===== src/rtl/ahblite_pkg.sv =====
// Shared AHB-Lite encodings and the register-file responder state type.
package ahblite_pkg;

  localparam logic [1:0] HTRANS_IDLE   = 2'b00;
  localparam logic [1:0] HTRANS_BUSY   = 2'b01;
  localparam logic [1:0] HTRANS_NONSEQ = 2'b10;
  localparam logic [1:0] HTRANS_SEQ    = 2'b11;

  localparam logic [2:0] HSIZE_BYTE = 3'b000;
  localparam logic [2:0] HSIZE_HALF = 3'b001;
  localparam logic [2:0] HSIZE_WORD = 3'b010;

  localparam logic HRESP_OKAY  = 1'b0;
  localparam logic HRESP_ERROR = 1'b1;

  typedef enum logic [1:0] {
    ST_IDLE,
    ST_WAIT,
    ST_ERR1,
    ST_ERR2
  } ahb_state_e;

endpackage


===== src/rtl/ahblite_byte_strobe.sv =====
// Byte-lane strobe and alignment check for one AHB transfer.
// Lane decoding is built only under AHBLITE_REGFILE_BYTE_WRITE_EN; otherwise strobe is all lanes.
module ahblite_byte_strobe
  import ahblite_pkg::*;
(
  input  logic [2:0] i_size,
  input  logic [1:0] i_addr,
  output logic [3:0] o_strb,
  output logic       o_misalign
);

  always_comb begin
    o_strb     = '1;
    o_misalign = 1'b0;
    case (i_size)
      HSIZE_BYTE: begin
`ifdef AHBLITE_REGFILE_BYTE_WRITE_EN
        o_strb = 4'b0001 << i_addr;
`endif
      end
      HSIZE_HALF: begin
        o_misalign = i_addr[0];
`ifdef AHBLITE_REGFILE_BYTE_WRITE_EN
        o_strb = i_addr[1] ? 4'b1100 : 4'b0011;
`endif
      end
      HSIZE_WORD: o_misalign = |i_addr;
      default:    o_misalign = 1'b0;
    endcase
  end

endmodule


===== src/rtl/ahblite_regfile_slave.sv =====
// AHB-Lite register-file responder: NUM_REGS-1 RW words plus a read-only status word.
// Sub-word writes are legal only when AHBLITE_REGFILE_BYTE_WRITE_EN is defined.
module ahblite_regfile_slave
  import ahblite_pkg::*;
#(
  parameter int unsigned NUM_REGS    = 8,
  parameter int unsigned WAIT_STATES = 1
) (
  input  logic                          HCLK,
  input  logic                          HRESETn,
  input  logic                          HSEL,
  input  logic [31:0]                   HADDR,
  input  logic [1:0]                    HTRANS,
  input  logic [2:0]                    HSIZE,
  input  logic                          HWRITE,
  input  logic                          HREADY,
  input  logic [31:0]                   HWDATA,
  output logic                          HREADYOUT,
  output logic                          HRESP,
  output logic [31:0]                   HRDATA,
  output logic [32*(NUM_REGS-1)-1:0]    ctrl_out,
  input  logic [31:0]                   status_in
);

  localparam int unsigned IDXW = $clog2(NUM_REGS);

  ahb_state_e        r_state, w_state_nxt;
  logic [3:0]        r_cnt, w_cnt_nxt;
  logic              r_pend, r_write;
  logic [IDXW-1:0]   r_idx;
  logic [3:0]        r_strb;
  logic [31:0]       r_regs [NUM_REGS-1];

  logic [31:0]       w_word_addr;
  logic [3:0]        w_strb;
  logic              w_misalign, w_ready_out, w_accept, w_err, w_complete;
  logic [31:0]       w_rd_word;

  ahblite_byte_strobe u_strobe (
    .i_size     (HSIZE),
    .i_addr     (HADDR[1:0]),
    .o_strb     (w_strb),
    .o_misalign (w_misalign)
  );

  assign w_word_addr = {2'b00, HADDR[31:2]};
  assign w_ready_out = (r_state == ST_IDLE) || (r_state == ST_ERR2);
  assign w_accept    = HSEL && HREADY && w_ready_out &&
                       ((HTRANS == HTRANS_NONSEQ) || (HTRANS == HTRANS_SEQ));
  // A pending good transfer completes in the first IDLE cycle after its wait states.
  assign w_complete  = r_pend && (r_state == ST_IDLE);

  always_comb begin
    w_err = (w_word_addr >= NUM_REGS) || (HSIZE > HSIZE_WORD) || w_misalign ||
            (HWRITE && (w_word_addr == NUM_REGS - 1));
`ifndef AHBLITE_REGFILE_BYTE_WRITE_EN
    w_err = w_err || (HWRITE && (HSIZE != HSIZE_WORD));
`endif
  end

  always_comb begin
    w_state_nxt = r_state;
    w_cnt_nxt   = r_cnt;
    case (r_state)
      ST_IDLE, ST_ERR2: begin
        w_state_nxt = ST_IDLE;
        if (w_accept) begin
          if (w_err) begin
            w_state_nxt = ST_ERR1;
          end else if (WAIT_STATES > 0) begin
            w_state_nxt = ST_WAIT;
            w_cnt_nxt   = 4'(WAIT_STATES - 1);
          end
        end
      end
      ST_WAIT: begin
        if (r_cnt == '0) w_state_nxt = ST_IDLE;
        else             w_cnt_nxt   = r_cnt - 4'd1;
      end
      ST_ERR1: w_state_nxt = ST_ERR2;
      default: w_state_nxt = ST_IDLE;
    endcase
  end

  always_ff @(posedge HCLK or negedge HRESETn) begin
    if (!HRESETn) begin
      r_state <= ST_IDLE;
      r_cnt   <= '0;
      r_pend  <= 1'b0;
      r_write <= 1'b0;
      r_idx   <= '0;
      r_strb  <= '0;
    end else begin
      r_state <= w_state_nxt;
      r_cnt   <= w_cnt_nxt;
      if (w_accept) begin
        r_pend  <= !w_err;
        r_idx   <= HADDR[2 +: IDXW];
        r_write <= HWRITE;
        r_strb  <= w_strb;
      end else if (w_complete) begin
        r_pend  <= 1'b0;
      end
    end
  end

  always_ff @(posedge HCLK or negedge HRESETn) begin
    if (!HRESETn) begin
      for (int unsigned i = 0; i < NUM_REGS - 1; i++) r_regs[i] <= '0;
    end else if (w_complete && r_write) begin
      for (int unsigned i = 0; i < NUM_REGS - 1; i++) begin
        if (r_idx == IDXW'(i)) begin
          for (int unsigned j = 0; j < 4; j++) begin
            if (r_strb[j]) r_regs[i][8*j +: 8] <= HWDATA[8*j +: 8];
          end
        end
      end
    end
  end

  always_comb begin
    w_rd_word = status_in;
    ctrl_out  = '0;
    for (int unsigned i = 0; i < NUM_REGS - 1; i++) begin
      if (r_idx == IDXW'(i)) w_rd_word = r_regs[i];
      ctrl_out[32*i +: 32] = r_regs[i];
    end
  end

  assign HREADYOUT = w_ready_out;
  assign HRESP     = ((r_state == ST_ERR1) || (r_state == ST_ERR2)) ? HRESP_ERROR : HRESP_OKAY;
  assign HRDATA    = (w_complete && !r_write) ? w_rd_word : '0;

endmodule


===== config.mk =====
export PLATFORM = sky130hd
export DESIGN_NAME = ahblite_regfile_slave
export DESIGN_NICKNAME = d
export VERILOG_FILES = /design/src/rtl/ahblite_pkg.sv /design/src/rtl/ahblite_byte_strobe.sv /design/src/rtl/ahblite_regfile_slave.sv
export SDC_FILE = /design/constraint.sdc
export NUM_CORES = 1
export LEC_CHECK = 0
export CORE_MARGIN = 2
export CORE_UTILIZATION = 42
export DETAILED_ROUTE_END_ITERATION = 7
export GPL_TIMING_DRIVEN = 0
export PLACE_DENSITY = 0.77
export SLEW_MARGIN = 20
export SYNTH_ARGS = -nofsm -noshare
export SYNTH_HDL_FRONTEND = slang
export SYNTH_SLANG_ARGS = --single-unit

===== constraint.sdc =====
create_clock -name HCLK -period 2.4 [get_ports HCLK]
set_clock_uncertainty 0.05 [all_clocks]
set_input_delay 0.48 -clock HCLK [delete_from_list [all_inputs] [get_ports HCLK]]
set_output_delay 0.48 -clock HCLK [all_outputs]
set_load 0.05 [all_outputs]

# Yosys cells after proc, flatten, opt, wreduce, memory -nomap -nowiden

Cells that the tools add are included.

$add $sub $neg: 1
$lt $le $gt $ge: 2
Eq/ne operators: 19
Mux-type cells: 20
Reduce and logical (&&, ||, !) cells: 53

Operators with widths:

| cell                | count |
|---|---|
| $mux 32             | 8 |
| $reduce_and 3->1    | 28 |
| $eq 30x3->1 const B | 1 |
| $ge 30x4->1 const B | 1 |
| $mux 4              | 3 |
| $eq 3x2->1 const B  | 3 |
| $eq 3x3->1 const B  | 3 |
| $eq 2x2->1 const B  | 4 |
| $logic_and 1x1->1   | 8 |
| $ne 2x2->1 const B  | 4 |
| $pmux 4 s2          | 1 |
| $logic_or 1x1->1    | 7 |
| $eq 3x1->1 const B  | 2 |
| $mux 2              | 3 |
| $pmux 2 s3          | 1 |
| $logic_not 4->1     | 1 |
| $reduce_and 4->1    | 1 |
| $reduce_bool 2->1   | 2 |
| $reduce_or 2->1     | 2 |
| $sub 4x1->4 const B | 1 |
| $gt 3x2->1 const B  | 1 |
| $logic_not 3->1     | 1 |
| $mux 1              | 3 |
| $ne 3x2->1 const B  | 1 |
| other kinds (4)     | 5 |

Bits in registers: 236
Input bits: 106
Output and inout bits: 258
Word-level logic and storage cells: 129

# Longest topological paths before layout

Depth in word-level cells: 9
Mapped depth: 7
Depth with buffers taken out: 7

# Hierarchy

Synthesis repeated with hierarchy kept, for this count alone.

Cell total of the unflattened synthesis: 999
Area, all modules: 11810.1 um^2

By module, submodules not included:

| module                | instances | cells each | area each (um^2) | sequential area each (um^2) |
|---|---|---|---|---|
| ahblite_regfile_slave | 1         | 990        | 11745.0          | 5980.7 |
| ahblite_byte_strobe   | 1         | 9          | 65.1             | 0.0 |

# Worst setup path after synthesis

No wires, ideal clock.

Path type: register to output
Start point: register r_idx[2]
End point: output port HRDATA[0]
Arrival: 2.578 ns
Required time: 1.870 ns
Slack: -0.708 ns
Cell stages (with the launch flop): 8
Path buffers: 2
Path through: dfrtp_1 nand2b_1 clkbuf_1 clkbuf_1 o22ai_1 a221oi_1 a221oi_1 nor3_1

Word-level cells in the longest chain between the ends: 9
Elaborated cells on any way between the ends: 15

RTL lines:

| what                   | RTL line                     | source |
|---|---|---|
| start, declared        | ahblite_regfile_slave.sv:30  | `logic [IDXW-1:0] r_idx;` |
| start signal, assigned | ahblite_regfile_slave.sv:98  | `r_idx <= HADDR[2 +: IDXW];` |
| $logic_not 3->1        | ahblite_regfile_slave.sv:125 | `if (r_idx == IDXW'(i)) w_rd_word = r_regs[i];` |
| $mux 32 (6 in a row)   | ahblite_regfile_slave.sv:125 |  |
| $mux 32 *              | ahblite_regfile_slave.sv:125 |  |
| $mux 32 *              | ahblite_regfile_slave.sv:132 | `assign HRDATA = (w_complete && !r_write) ? w_rd_word : '0;` |
| end, declared          | ahblite_regfile_slave.sv:20  | `output logic [31:0] HRDATA,` |

Mark *: on every way between the ends. The rest lies on a longest branch, timed or not.

# Worst setup path after layout

Start point: register r_idx[1]
End point: output port HRDATA[10]

The elaborated chain is that of the path after synthesis.

==> results.json <==
{
  "routed_wl_mm": 46.26,
  "fin_crit_sh": 1.220,
  "path_cells": "buf_6, buf_12, buf_12, mux2i_2, a221oi_2, a221oi_2, nor3_4, buf_6",
  "clk_latency_ns": 0.53,
  "avgSynthCellArea_um2": 11.72,
  "finalWorstSetupSlack_ns": -0.5271,
  "synthSimpleGateAreaFrac": 0.08765,
  "core.rowCount": 60,
  "layout_common_cells": "clkdlybuf4s50_1, dfrtp_1, mux2_2, o21ai_0, a221oi_2",
  "synth_edf_count": 0,
  "cp_max_fo": 8,
  "syn_nets": 1085,
  "ys_async_sr_fraction": 1.000,
  "cts_tree": "yes",
  "die_y_um": 168.9,
  "max-slew-margin-rel": 0.5572,
  "synth_top_area_frac": 0.5171,
  "failed_checks": "negative setup slack",
  "min_path_cells": 1,
  "grt_usage": 0.3182,
  "grt_pass1_vias": 10970,
  "cts-root-buf": "clkbuf_16",
  "worstPathArrival_ns": 2.40,
  "total_power_w": 0.01116,
  "antenna_found_initial": 1,
  "yosys_warnings": 0,
  "drv_slew": 0,
  "cp-start-kind": "flop",
  "seqPwrFrac": 0.361,
  "drc": 0,
  "rsz0062_at_grt": "yes",
  "tns_ns": -13.75,
  "combPwrFrac": 0.276,
  "finalSetupViolCount": 33,
  "cp_slowest_stage_delay_ns": 0.42,
  "cts.clk_slew.worst_paths_ns": 0.06,
  "port_buffers": 362,
  "fmax_mhz": 341.6,
  "swShare": 0.3093,
  "worstSetupPathType": "reg -> out",
  "die_area_um2": 28530,
  "synth_compound_area_frac": 0.1265,
  "fp.coreArea_um2": 26800,
  "cts.sinks": 236,
  "worst_pin_slew_ns": 0.6631,
  "max-cap-violations": 0,
  "hold_viol_final": 0,
  "grt_first_pass_wirelength_mm": 68.33,
  "power.share.clock": 0.363,
  "cts.htree.levels": 1,
  "hpwl_mm": 31.02,
  "wl_per_cell_um": 26.28,
  "syn_to_final_growth_pct": 59.82,
  "worst_ir_drop_vdd_mv": 0.6789,
  "place_area_um2": 15900,
  "syn_inst": 974,
  "ioPinCount": 364,
  "gr-total-overflow": 0,
  "yosysUniqueCellTypes": 42,
  "die_x_um": 168.9,
  "leakage_nw": 8.044,
  "final_layout_size_suffix_gt1_frac": 0.3709,
  "fillers": 1954,
  "crit_path_end_kind": "output pin",
  "synth_area_leader_cell": "dfrtp_1",
  "drtPass1Iterations": 5,
  "ant_nets": 0,
  "critPathRequiredTime_ns": 1.87,
  "synthFlopType": "dfrtp_1",
  "synth_xor_xnor_area_share": 0,
  "stdcell_area_um2": 18250,
  "powerDensity_nw_per_um2": 611.5,
  "synth_seq_area_share": 0.5171,
  "netlist_area_um2": 11420,
  "placed_cells": 1679,
  "ys_ff_latch": 236,
  "drt_first_iter_violations": 738,
  "outcome": "finished with violations",
  "fin_cells": 1760,
  "crit_path_top_delay_cell": "dfrtp_1",
  "place_worst_setup_slack_ns": -1.388,
  "finalCriticalPeriod_ns": 2.927,
  "p_switching_w": 0.003452,
  "min_path_type": "reg -> reg",
  "gp_congestion": 0.8515,
  "synth_mux_area_frac": 0.2223,
  "vias": 10380,
  "synthAdderAreaFrac": 0.005478,
  "cts_made_buffers": 26,
  "internal_power_w": 0.007709,
  "synth_area_leaders": "dfrtp_1, mux2_2, a221oi_1",
  "initial_core_util": 0.4261,
  "final_common_cell": "clkdlybuf4s50_1",
  "grt_max_degree": 87,
  "reg2regPathDepth": 8,
  "via_per_inst": 5.899,
  "clockBufferDepth": 3,
  "synth_top_family_by_area": "multiplexers",
  "fin_nets": 1511
}
[cells by family after synthesis]
logic type	count (synthesis)
DFF	236
muxes	229
AOI/OAI and AO/OA	212
and+or+nand+nor	177
buffers and inverters	115
adders and majority gates	5
[layer usage]
metal	track usage	share of wire	routed length, um
met1	0.4011	0.39	18170
met2	0.5433	0.49	22520
met3	0.05962	0.078	3597
met4	0.1244	0.043	1976
met5	0	0	0
[state kept, by name (all words and copies together), names as in the netlist]
| signal | cells |
|---|---|
| ctrl_out | 224 |
| r_cnt | 4 |
| r_idx | 3 |
| r_state | 2 |
| r_pend | 1 |
| r_strb | 1 |
| r_write | 1 |
[metrics by stage]
stage / utilization / hold WS [ns]
6_report: 0.6810 / 0.4322
5_1_grt: 0.6810 / 0.4560
4_1_cts: 0.6732 / 0.4364
3_5_place_dp: 0.5931 / 0.4199
3_3_place_gp: 0.5909 / 0.4016
2_1_floorplan: - / 0.1344
[critical path: cells and delay by family (launching register included)]
family	cells	cell delay [ns]
compound gates	2	0.44
simple gates	1	0.06
mux	1	0.25
flops	1	0.42
buf+inv	4	0.68
[cell type report]
type	instances	area (um^2)	share of cell area
tap	341	426.7	0.02338
antenna	1	2.502	0.0001371
buffer	70	703.2	0.03853
inverter	40	153.9	0.008432
timing repair buffer	403	4115	0.2255
sequential	236	5908	0.3237
clock inverter	7	85.08	0.004662
multi-input combinational	623	6086	0.3334
clock buffer	39	770.7	0.04223
[synth_stat cells, types with 4 or more instances]
master    count
o22ai_1      65
nor3_1       37
nor2_1       10
nor4_2        4
mux2_1        5
mux2_2      192
clkbuf_1     49
dfrtp_1     236
nor2b_1      65
nor4_1        5
buf_2        22
nand2_1      37
nand3_1       5
mux2i_1      32
nand2b_1      4
o21ai_0      66
inv_1        40
ha_1          5
a221oi_1     64
[power groups by stage]
stage / Clock (W) / Combinational (W) / Sequential, W
floorplan: 0 / 0.00123 / 0.00408
global placement: 0 / 0.00205 / 0.00409
detailed placement: 0 / 0.00208 / 0.00409
CTS: 0.00409 / 0.00291 / 0.00403
global route: 0.00425 / 0.00322 / 0.00403
finish: 0.00405 / 0.00308 / 0.00403
[timing repair]
| item | in CTS | in global routing |
|---|---|---|
| setup buffers | 30 | 3 |
| hold buffers | 1 | 0 |
| gates cloned | 3 | 2 |
| pin swaps | 19 | 15 |
| setup endpoints to repair | 252 | 205 |
| resized for setup | 457 | 39 |
| endpoints found under the hold margin | 69 | 0 |
[final timing paths]
| path | endpoint | slack, ns | start |
|---|---|---|---|
| setup / recovery | HRDATA[10] | -0.53 | r_idx[1] |
| hold / removal | r_strb[0] | 0.43 | r_strb[0] |
| setup reg to reg | ctrl_out[149] | 0.06 | r_state[0] |
| hold reg to reg | r_strb[0] | 0.43 | r_strb[0] |
| max in group asynchronous | r_idx[2] | 0.95 | HRESETn |
| min in group asynchronous | ctrl_out[147] | 0.46 | HRESETn |
(Power assumes the default switching activity.)
